[src/rtl/alu_pkg.sv]
// ALU shared types: operation encoding and NZCV flag bit positions.
// Imported by alu_flag_gen and alu_unit.
package alu_pkg;

  typedef enum logic [4:0] {
    OP_NOP = 5'd0,
    OP_ADD = 5'd1,
    OP_SUB = 5'd2,
    OP_MUL = 5'd3,
    OP_MOV = 5'd4,
    OP_DIV = 5'd5,
    OP_LSL = 5'd6,
    OP_LSR = 5'd7,
    OP_ASR = 5'd8,
    OP_AND = 5'd9,
    OP_OR  = 5'd10,
    OP_XOR = 5'd11,
    OP_NOT = 5'd12
  } alu_op_e;

  localparam int FLAG_N = 3;
  localparam int FLAG_Z = 2;
  localparam int FLAG_C = 1;
  localparam int FLAG_V = 0;

endpackage

[src/rtl/alu_flag_gen.sv]
// Combinational NZCV generator for alu_unit.
// Ports: op, a_msb/b_msb, sum_msb/carry (raw adder), shift_c, b_zero, result -> nzcv.
module alu_flag_gen
  import alu_pkg::*;
#(
  parameter int WIDTH = 32
) (
  input  logic [4:0]       op,
  input  logic             a_msb,
  input  logic             b_msb,
  input  logic             sum_msb,
  input  logic             carry,
  input  logic             shift_c,
  input  logic             b_zero,
  input  logic [WIDTH-1:0] result,
  output logic [3:0]       nzcv
);

  alu_op_e op_e;
  assign op_e = alu_op_e'(op);

  always_comb begin
    nzcv         = '0;
    nzcv[FLAG_N] = result[WIDTH-1];
    nzcv[FLAG_Z] = ~|result;
    case (op_e)
      OP_ADD: begin
        nzcv[FLAG_C] = carry;
        nzcv[FLAG_V] = (a_msb == b_msb) && (sum_msb != a_msb);
      end
      OP_SUB: begin
        // carry out of A + ~B + 1 is the no-borrow flag
        nzcv[FLAG_C] = carry;
        nzcv[FLAG_V] = (a_msb != b_msb) && (sum_msb != a_msb);
      end
      OP_DIV: nzcv[FLAG_V] = b_zero;
      OP_LSL, OP_LSR, OP_ASR: nzcv[FLAG_C] = shift_c;
      default: ;
    endcase
  end

endmodule

[src/rtl/alu_unit.sv]
// Registered integer ALU: result and NZCV one clock after operands.
// Ports: clk, rst_n, alu_ctrl, srcA, srcB -> result, alu_flags. Macro: ALU_SHIFT_OPS_EN.
module alu_unit
  import alu_pkg::*;
#(
  parameter int WIDTH = 32
) (
  input  logic             clk,
  input  logic             rst_n,
  input  logic [4:0]       alu_ctrl,
  input  logic [WIDTH-1:0] srcA,
  input  logic [WIDTH-1:0] srcB,
  output logic [WIDTH-1:0] result,
  output logic [3:0]       alu_flags
);

  alu_op_e op;
  assign op = alu_op_e'(alu_ctrl);

  logic             sub;
  logic             b_zero;
  logic [WIDTH:0]   sum;
  logic [WIDTH-1:0] prod;
  logic [WIDTH-1:0] quot;
  logic             shift_c;
  logic [WIDTH-1:0] res_d;
  logic [3:0]       flags_d;

  assign sub    = (op == OP_SUB);
  assign b_zero = ~|srcB;
  // shared adder: SUB as A + ~B + 1
  assign sum    = {1'b0, srcA}
                + {1'b0, sub ? ~srcB : srcB}
                + {{WIDTH{1'b0}}, sub};
  assign prod   = srcA * srcB;
  assign quot   = b_zero ? '1 : srcA / srcB;

`ifdef ALU_SHIFT_OPS_EN
  logic [4:0]     amt;
  logic [WIDTH:0] lsl_w;
  logic [WIDTH:0] lsr_w;
  logic [WIDTH:0] asr_w;

  // one guard bit catches the last bit shifted out
  assign amt   = srcB[4:0];
  assign lsl_w = {1'b0, srcA} << amt;
  assign lsr_w = {srcA, 1'b0} >> amt;
  assign asr_w = $unsigned($signed({srcA, 1'b0}) >>> amt);

  always_comb begin
    shift_c = 1'b0;
    case (op)
      OP_LSL:  shift_c = lsl_w[WIDTH];
      OP_LSR:  shift_c = lsr_w[0];
      OP_ASR:  shift_c = asr_w[0];
      default: shift_c = 1'b0;
    endcase
  end
`else
  assign shift_c = 1'b0;
`endif

  always_comb begin
    res_d = '0;
    case (op)
      OP_ADD:  res_d = sum[WIDTH-1:0];
      OP_SUB:  res_d = sum[WIDTH-1:0];
      OP_MUL:  res_d = prod;
      OP_MOV:  res_d = srcA;
      OP_DIV:  res_d = quot;
      OP_AND:  res_d = srcA & srcB;
      OP_OR:   res_d = srcA | srcB;
      OP_XOR:  res_d = srcA ^ srcB;
      OP_NOT:  res_d = ~srcA;
`ifdef ALU_SHIFT_OPS_EN
      OP_LSL:  res_d = lsl_w[WIDTH-1:0];
      OP_LSR:  res_d = lsr_w[WIDTH:1];
      OP_ASR:  res_d = asr_w[WIDTH:1];
`endif
      default: res_d = '0;
    endcase
  end

  alu_flag_gen #(
    .WIDTH(WIDTH)
  ) u_flag_gen (
    .op     (alu_ctrl),
    .a_msb  (srcA[WIDTH-1]),
    .b_msb  (srcB[WIDTH-1]),
    .sum_msb(sum[WIDTH-1]),
    .carry  (sum[WIDTH]),
    .shift_c(shift_c),
    .b_zero (b_zero),
    .result (res_d),
    .nzcv   (flags_d)
  );

  always_ff @(posedge clk or negedge rst_n) begin
    if (!rst_n) begin
      result    <= '0;
      alu_flags <= '0;
    end else begin
      result    <= res_d;
      alu_flags <= flags_d;
    end
  end

endmodule

[config.mk]
export PLATFORM = sky130hd
export DESIGN_NAME = alu_unit
export DESIGN_NICKNAME = d
export VERILOG_FILES = /design/src/rtl/alu_pkg.sv /design/src/rtl/alu_flag_gen.sv /design/src/rtl/alu_unit.sv
export SDC_FILE = /design/constraint.sdc
export NUM_CORES = 2
export LEC_CHECK = 0
export ABC_AREA = 0
export BUFFER_PORTS_ARGS = -buffer_cell sky130_fd_sc_hd__buf_2
export CORE_ASPECT_RATIO = 1.5
export CORE_MARGIN = 1
export CORE_UTILIZATION = 31
export CTS_CLUSTER_DIAMETER = 120
export DETAILED_ROUTE_END_ITERATION = 10
export PLACE_DENSITY = 0.54
export REMOVE_ABC_BUFFERS = 1
export SYNTH_ARGS = -nofsm -noshare
export SYNTH_HDL_FRONTEND = slang
export SYNTH_SLANG_ARGS = --single-unit
[constraint.sdc]
create_clock -name clk -period 1 [get_ports clk]
set_input_delay 0.05 -clock clk [delete_from_list [all_inputs] [get_ports clk]]
set_output_delay 0.05 -clock clk [all_outputs]
set_load 0.01 [all_outputs]
==> impl_results.md <==
- Status: finished with violations
- Failing checks: negative setup slack
- Initial Util: 0.3131
- Die height: between 500 and 600 um
- Largest cells by area after synthesis: ha_1 18%, fa_1 16%, nand2_1 6.5%
- Commonest cells in the netlist: 898 x nand2_1, 750 x ha_1, 736 x inv_1
- Cell-internal power: 73470 uW
- Fmax: 16.47 MHz
- CP Capture Type: flip-flop
- Final worst path period share: 60.72
- Combinational share of power: 0.976
- H-tree depth: 2
- Fin Hold WS: 341.0 ps
- DRC errors left: 0
- Largest net degree at the start of global routing: between 50 and 60
- Initial DRC count: around 4800
- Wire length per cell: 24.16 um
- Syn Area/Cell: 7.256 um2
- TritonRoute pass-1 iters: 6
- Critical path class: input port to flip-flop
- Worst slew margin: 0.3713
- Fin nets: 11190
- Post-synth top flop: dfrtp_1
- Worst slew pin tran: about 940 ps
- PwrDens: 1798 mW/mm2
- Share of cells above drive strength 1: 0.4123
- CTS tree: yes
- Final setup viols: 35
- Vias in the first global route: roughly 69000
- Area Growth Syn to Fin: 59.98%
- Mapped cell area: around 0.052 mm2
- Clock Power Share: 0.012
- Synthesis Warnings: 0
- Max-cap viol count: 0
- Routed vias: just under 70000
- Hold Fails Final Rpt: 0
- Yosys reg bits: 35
- Sequential element share of the synthesized area: 0.01685
- Reg power frac: 0.012
- Asr flop ratio synth: 1.000
- P_leak: 0.04137 uW
- CTS buffer count: 5
- Post-route ant nets: 0
- Count leader, synth: nand2_1
- Net Sw Power: 76050 uW
- Total Wirelength: 294500 um
- Port Buffers: about 110
- Top cell type's share of synthesized area: 0.1805
- CP startpoint kind: input port
- Slowest cell delay on critical path: 550 ps
- VDD IR-drop max: between 3 and 4 mV
- Register area: 875.8 um2
- CP most frequent cell: buf_4
- Worst min-delay path category: input port to asynchronous set/reset pin
- Slowest CP cell: or4_4
- Worst Path Arrival: between 60000 and 70000 ps
- Crit-path leading delay family: compound AO/OA/AOI/OAI gates
- Multi-input combinational cell area: 0.05266 mm2
- Clock buffer depth: 2
- Minimum clock period: between 60000 and 70000 ps
- CTS root buffer: clkbuf_16
- HPWL Detailed: 231600 um
- Area leader, netlist: ha_1
- Routed vias/inst: 5.550
- I/O pin count: 107
- Req. time, crit path: 1170 ps
- Gr usage total: 0.3371
- Post-synth EDFFs: 0
- Core box area: 0.1660 mm2
- Crit path buf inv count: between 60 and 70
- Clk sinks: 35
- Unrepaired setup endpoints after global routing: yes
- Initial antenna violation count: 10
- # fillers: 16030
- Final worst setup slack: -59720 ps
- Maximum fanout along the worst path: 12
- FP Rows: 183
- Netlist cell types: 115
- GR Overflow Total: 0
- Die footprint: 0.1693 mm2
- Synth Instances: 7163
- Die Width: 336.3 um
- Reg clk slew, reported paths: 60 ps
- Switching Fraction: 0.5086
- Core Util, Final: 0.5009
- Final slew viol count: 0
- Gpl congestion: 1.063
- Post-route setup TNS: -940190 ps
- First-pass GRT wire length: 427900 um
## routing by layer
| layer | up-vias | routed length (um) | global-route usage |
|---|---|---|---|
| met5 | - | 26 | 0 |
| met3 | 1112 | 20720 | 0.04754 |
| met1 | 32730 | 107000 | 0.3739 |
| met4 | 4 | 30160 | 0.2696 |
| li1 | 30870 | - | - |
| met2 | 2928 | 136600 | 0.5752 |
## what timing repair did
action                                  CTS  global route
hold buffers                              1             0
pin swaps                               275           291
endpoints found under the setup margin   35            35
setup buffers                           210           132
hold endpoints to repair                 35             0
gates cloned                              7             2
resized for setup                       768           509
## sequential cells by signal (all words and copies together), names as in the netlist
signal	flops
result	31
alu_flags	4
## per-stage QoR
step	std cells	power, uW	worst slack (ps)	instance area, um2
finish	12190	149500	-59720	83150
global route	12190	157800	-62120	83150
CTS	12050	146000	-59080	79630
detailed placement	11820	141000	-68040	74190
global placement	11820	139600	-67290	74190
floorplan	6853	81040	-72450	50750
## power by group through the flow
| stage | clock, uW | sequential [uW] | combinational (uW) |
|---|---|---|---|
| after floorplan | 0 | 2100 | 78900 |
| after global placement | 0 | 1840 | 138000 |
| after detailed placement | 0 | 1830 | 139000 |
| after CTS | 1770 | 1810 | 142000 |
| after global routing | 1840 | 1840 | 154000 |
| final | 1750 | 1810 | 146000 |
## worst max path at each step
stage | endpoint | slack [ps] | startpoint | cells past startpoint
2_1_floorplan | alu_flags[2] | -72450 | srcB[0] | 254
3_5_place_dp | alu_flags[2] | -68040 | srcA[5] | 301
5_1_grt | alu_flags[2] | -62120 | srcA[6] | 315
4_1_cts | alu_flags[2] | -59080 | srcA[4] | 318
3_3_place_gp | alu_flags[2] | -67290 | srcA[5] | 308
6_report | alu_flags[2] | -59720 | srcA[5] | 311
## area by class of cell
type	instances	area share
clock inverters	3	0.0005718
repair buffers	3100	0.2870
flip-flops and latches	35	0.01053
multi-input cells	6076	0.6333
well taps	2220	0.03340
diodes	7	0.0002107
inverters	742	0.03349
clock buffers	5	0.001505
## layout by cell type (no fill, tap or decap), types with 39 or more instances in the layout
cell	count
buf_2	108
ha_4	89
nand4_1	75
or2_2	39
buf_6	87
buf_4	2857
nor3_1	146
nor2_1	541
o22ai_1	43
a21oi_1	359
a31oi_1	73
ha_1	643
mux2i_1	61
nor2b_1	43
o21ai_0	197
xnor2_1	280
nand2_1	858
o211ai_1	69
o21a_1	110
mux2_2	50
and3_1	40
o21ai_2	49
nand3_1	122
a21o_1	183
inv_1	711
or3_1	46
nand2b_1	61
o21ai_1	80
xor2_1	177
a21oi_2	122
fa_1	409
## cell families (layout without fill, tap and decap cells)
| family | count (synthesis) | in the layout | share of synthesized area |
|---|---|---|---|
| xor gates and xnor gates | 464 | 464 | 0.07819 |
| muxes | 129 | 129 | 0.02629 |
| adders and majority gates | 1159 | 1159 | 0.3381 |
| buffers and inverters | 1052 | 3850 | 0.07725 |
| and+or+nand+nor | 2373 | 2373 | 0.2123 |
| other | 0 | 7 | 0 |
| DFF | 35 | 35 | 0.01685 |
| AOI/OAI and AO/OA | 1951 | 1951 | 0.2511 |
Note: power is estimated with default switching activity, not from simulation.
